`src/rtl/lbc_stream_encoder.sv`:
```
// lbc_stream_encoder
// Systematic (K+P, K) linear block encoder with valid/ready streaming.
// K message bits arrive as K/W beats, with the first beat in the low bits.
// The P parity bits come from a registered AND/XOR tree. Message bits travel
// through the same stages as the tree, so message and parity stay aligned.
//
// Ports
//   clk        rising-edge clock
//   rst        synchronous reset, active-high
//   in_valid   in_data / in_sop are valid
//   in_ready   beat is accepted on the clock edge when in_valid & in_ready
//   in_data    W-bit message beat
//   in_sop     marks the first beat of a message
//   out_valid  out_cw is valid
//   out_ready  downstream takes out_cw when out_valid & out_ready
//   out_cw     {msg[K-1:0], parity[P-1:0]}
//   sync_err   one-cycle pulse when in_sop discards a partial message
module lbc_stream_encoder #(
    parameter int K           = 32,
    parameter int W           = 8,
    parameter int P           = 6,
    parameter int PIPE_STAGES = 2,
    parameter logic [P*K-1:0] PARITY_MASK = {32'hFC000000, 32'h03FFF800, 32'h03FC07F0,
                                             32'hE3C3C78E, 32'h9B33366D, 32'h56AAAD5B}
) (
    input  logic           clk,
    input  logic           rst,
    input  logic           in_valid,
    output logic           in_ready,
    input  logic [W-1:0]   in_data,
    input  logic           in_sop,
    output logic           out_valid,
    input  logic           out_ready,
    output logic [K+P-1:0] out_cw,
    output logic           sync_err
);

    localparam int BEATS  = K / W;
    localparam int IDXW   = (BEATS > 1) ? $clog2(BEATS) : 1;
    localparam int LEVELS = (K > 1) ? $clog2(K) : 1;
    localparam int NST    = PIPE_STAGES + 1;
    localparam logic [IDXW-1:0] LAST_IDX = IDXW'(BEATS - 1);

    // Tree level reached after register stage s.
    // The stages split the log2(K) levels as evenly as integer division allows.
    function automatic int level_at(input int s);
        if (PIPE_STAGES == 0) return 0;
        return (s * LEVELS) / PIPE_STAGES;
    endfunction

    logic [IDXW-1:0] beat_idx;
    logic [IDXW-1:0] eff_idx;
    logic [IDXW-1:0] next_idx;
    logic [K-1:0]    msg_buf;
    logic [K-1:0]    new_msg;
    logic            advance;
    logic            accept;
    logic            resync;
    logic            launch;
    logic [P-1:0]    parity;

    // Stage 0 holds the launched message and its AND terms.
    // Each later stage holds partially folded XOR terms.
    logic [K-1:0] msg_q  [NST];
    logic         vld_q  [NST];
    logic [K-1:0] part_q [NST][P];
    logic [K-1:0] part_d [NST][P];

    // The whole pipeline, including the input side, moves only when the
    // output register is free or is being drained this cycle.
    assign advance  = !out_valid || out_ready;
    assign in_ready = advance && !rst;
    assign accept   = in_valid && in_ready;

    // Beat assembly.
    // An in_sop beat in the middle of a message restarts assembly from beat 0.
    always_comb begin
        resync  = accept && in_sop && (beat_idx != '0);
        eff_idx = resync ? '0 : beat_idx;
        new_msg = resync ? '0 : msg_buf;
        new_msg[eff_idx*W +: W] = in_data;
        launch  = accept && (eff_idx == LAST_IDX);
        next_idx = beat_idx;
        if (accept) begin
            next_idx = launch ? '0 : eff_idx + 1'b1;
        end
    end

    // XOR-tree folding.
    // Stage s reduces groups of 2^(level_at(s)-level_at(s-1)) terms from the
    // previous stage into one term. Unused high terms stay zero.
    always_comb begin
        int sh;
        sh = 0;
        for (int s = 0; s < NST; s++) begin
            for (int i = 0; i < P; i++) begin
                part_d[s][i] = '0;
            end
        end
        for (int i = 0; i < P; i++) begin
            part_d[0][i] = new_msg & PARITY_MASK[i*K +: K];
        end
        for (int s = 1; s < NST; s++) begin
            sh = level_at(s) - level_at(s - 1);
            for (int i = 0; i < P; i++) begin
                for (int b = 0; b < K; b++) begin
                    part_d[s][i][b >> sh] = part_d[s][i][b >> sh] ^ part_q[s-1][i][b];
                end
            end
        end
    end

    // Final reduction of whatever the last stage has left, in front of the output register.
    always_comb begin
        parity = '0;
        for (int i = 0; i < P; i++) begin
            parity[i] = ^part_q[NST-1][i];
        end
    end

    // State, pipeline and output registers.
    // out_cw reloads only for a valid codeword, so it holds still during a stall.
    always_ff @(posedge clk) begin
        if (rst) begin
            beat_idx  <= '0;
            msg_buf   <= '0;
            sync_err  <= 1'b0;
            out_valid <= 1'b0;
            out_cw    <= '0;
            for (int s = 0; s < NST; s++) begin
                vld_q[s] <= 1'b0;
                msg_q[s] <= '0;
                for (int i = 0; i < P; i++) begin
                    part_q[s][i] <= '0;
                end
            end
        end else begin
            sync_err <= resync;
            beat_idx <= next_idx;
            if (accept) begin
                msg_buf <= new_msg;
            end
            if (advance) begin
                vld_q[0] <= launch;
                msg_q[0] <= new_msg;
                for (int i = 0; i < P; i++) begin
                    part_q[0][i] <= part_d[0][i];
                end
                for (int s = 1; s < NST; s++) begin
                    vld_q[s] <= vld_q[s-1];
                    msg_q[s] <= msg_q[s-1];
                    for (int i = 0; i < P; i++) begin
                        part_q[s][i] <= part_d[s][i];
                    end
                end
                out_valid <= vld_q[NST-1];
                if (vld_q[NST-1]) begin
                    out_cw <= {msg_q[NST-1], parity};
                end
            end
        end
    end

endmodule

```
`config.mk`:
```
export PLATFORM = sky130hd
export DESIGN_NAME = lbc_stream_encoder
export DESIGN_NICKNAME = d
export VERILOG_FILES = /design/src/rtl/lbc_stream_encoder.sv
export SDC_FILE = /design/constraint.sdc
export NUM_CORES = 1
export LEC_CHECK = 0
export CAP_MARGIN = 20
export CORE_MARGIN = 2
export CORE_UTILIZATION = 40
export DETAILED_ROUTE_END_ITERATION = 12
export PLACE_DENSITY_LB_ADDON = 0.1
export SLEW_MARGIN = 40
export SYNTH_ARGS = -nofsm -noshare
export SYNTH_HDL_FRONTEND = slang
export SYNTH_SLANG_ARGS = --single-unit
```
`constraint.sdc`:
```
create_clock -name clk -period 6.4 [get_ports clk]
set_input_delay 1.28 -clock clk [delete_from_list [all_inputs] [get_ports clk]]
set_output_delay 1.28 -clock clk [all_outputs]
set_load 0.02 [all_outputs]
```
==> summary.txt <==
First-pass DRT Iterations: 5
period utilization: 0.691
setup bufs post-CTS: 0
first-pass GRT wire length: 26900 um
CORE AREA: 0.0204 mm2
Nets: 716
PnR Total Power: 2.90 mW
die area: 0.0220 mm2
CTS tree: built
Via density: 5.12
Starting Density: 0.409
Slew @ Worst Pin: 0.654 ns
final instance area: 0.00985 mm2
Hold Buf Count CTS: 0
Avg WL per Cell: 17.0 um
clk_skew: 0.00724 ns
row count: 52
mapped cell area: 0.00833 mm2
Port Buffers: 53
Startpoint Class: input pin
post-route ant nets: 0
Root Driver: clkbuf_16
Yosys warning total: 0
Reg clk slew, reported paths: 0.05 ns
dominant cell type by area after synthesis: edfxtp_1
Slew headroom: 0.562
peak supply drop: 0.158 mV
Post-DP HPWL: 11100 um
setup ws final: 1.98 ns
Setup WS pre-CTS: 1.97 ns
pin count of the biggest net entering global routing: 75
Setup CP Type: input pin to primary output
# IOs: 54
chip height: 148 um
Slew Limit Fails: 0
CTS max path bufs: 3
Tmin final: 4.42 ns
remaining global-route overflow: 0
residual DRC count: 0
Max Cap Viol: 0
Worst Path Required: 5.12 ns
vias in the first global route: 4907
Iteration-0 DRC Markers: 301
unrepaired setup endpoints after global routing: false
clk_lat worst skew: 0.50 ns
P&R area growth vs syn: 18.3%
Core Util, Final: 0.484
placer congestion estimate: 0.787
via count: 5046
clock sink count: 208
fmax: 226 MHz
Final Hold Fails: 0
setup violators final: 0
top cell type's share of synthesized area: 0.483
Synth area leaders: edfxtp_1 48%, dfxtp_1 18%, xnor2_1 5.2%
Post-Route WL: 16800 um
run status: complete, no violations
GRT Overall Usage: 0.154
die width: 148 um
Placed Area: 0.00906 mm2
Syn Nets: 674
crit path DAT: 3.14 ns
Syn Inst Count: 656
share of cells above drive strength 1: 0.0923
type of element capturing the critical path: primary output
Final TNS setup: 0 ns
CP Max Fanout: 29
Syn Area/Cell: 12.7 um2
CTS Buf Count: 23
post-cts resize count: 0
register bit total from synthesis: 208
Lkg Pwr: 3.94 nW
initial antenna violation count: 0
# diodes: 0
htree depth: 1
PD cells: 294 mW/mm2
Distinct cells, synth: 37
post-synthesis sequential area ratio: 0.661
Hold/Removal Path Class: flop to flop
## synth_stat cells (all sizes together)
master and number:
edfxtp 134, nand2 86, dfxtp 74, and3 67
xnor2 49, nor2 45, a21oi 40, a22o 40
a32o 24, clkbuf 22, buf 20, xor2 16
and2 6, ha 5, inv 5, o22ai 4
nand3b 3, nor2b 3, nor3 3, nand3 2
o21ai 2, and2b 1, nand2b 1, nor3b 1
o211ai 1, o31ai 1, or3 1
## area by class of cell
class,instances,area (um2)
multi-input cells,401,2620
repair buffers,59,571
well taps,270,338
inverters,5,21.3
flip-flops and latches,208,5510
clock buffers,34,721
fillers,1821,10500
clock inverters,8,75.1
## stage by stage
| step | hold slack [ns] | cells |
|---|---|---|
| 2_1_floorplan | 0.443 | 656 |
| 3_3_place_gp | 0.445 | 943 |
| 4_1_cts | 0.453 | 985 |
| 3_5_place_dp | 0.446 | 943 |
| 5_1_grt | 0.469 | 985 |
| 6_report | 0.449 | 985 |
## power by group
part	internal [mW]	leakage (nW)	switching (mW)	total (mW)
Clock	0.823	0.389	0.512	1.34
Combinational	0.0429	1.31	0.0692	0.112
Sequential	1.44	2.24	0.0137	1.45
Total	2.30	3.94	0.595	2.90
## worst max-delay path, cell delays in order
cell and delay (ns):
clkdlybuf4s50_1 0.52, nand2b_4 0.17, nand2_4 0.05, inv_2 0.40
clkdlybuf4s50_1 0.71
## cell families (layout without fill, tap and decap cells)
| group | Yosys count | after routing | share of synthesized area |
|---|---|---|---|
| flip-flops | 208 | 208 | 0.661 |
| adder cells (fa/ha/maj) | 5 | 5 | 0.00751 |
| buffers and inverters | 47 | 106 | 0.0252 |
| AO/OA/AOI/OAI | 112 | 112 | 0.106 |
| AND/OR/NAND/NOR | 219 | 219 | 0.132 |
| XOR/XNOR | 65 | 65 | 0.0684 |
## flip-flops by register name, indices dropped and copies added (netlist names)
register / cells
beat_idx: 2
out_cw: 38
msg_q: 95
part_q: 36
out_valid: 1
msg_buf: 32
sync_err: 1
vld_q: 3
## routing by layer
metal / track usage / wire, um / part of all wire / vias up
li1: - / - / - / 2459
met1: 0.215 / 7990 / 0.48 / 2421
met2: 0.248 / 7660 / 0.46 / 135
met3: 0.0288 / 767 / 0.046 / 31
met4: 0.0390 / 366 / 0.022 / 0
met5: 0 / 0 / 0 / -
## path summary, 6_finish.rpt
| check | from | endpoint | slack, ns | cells past startpoint |
|---|---|---|---|---|
| hold / removal | out_cw[10]$_SDFFE_PP0P_ | out_cw[10]$_SDFFE_PP0P_ | 0.45 | 2 |
| setup reg to reg | out_valid$_SDFFE_PP0N_ | msg_q[0][13]$_SDFFCE_PP0P_ | 3.68 | 9 |
| setup / recovery | out_ready | in_ready | 1.98 | 5 |
| hold reg to reg | out_cw[10]$_SDFFE_PP0P_ | out_cw[10]$_SDFFE_PP0P_ | 0.45 | 2 |
## cells in the final DEF (no fill, tap or decap), drive strengths merged, types with 2 or more instances in the layout
cell	instances
a32o	24
a22o	40
edfxtp	134
nand2	86
and2	6
o22ai	4
inv	7
buf	7
xnor2	49
o21ai	2
clkbuf	34
nor3	3
and3	67
nor2b	3
clkinv	3
nand3	2
nor2	45
nand3b	3
dfxtp	74
clkinvlp	2
ha	5
a21oi	40
xor2	16
clkdlybuf4s50	52
Note: power is estimated with default switching activity, not from simulation.
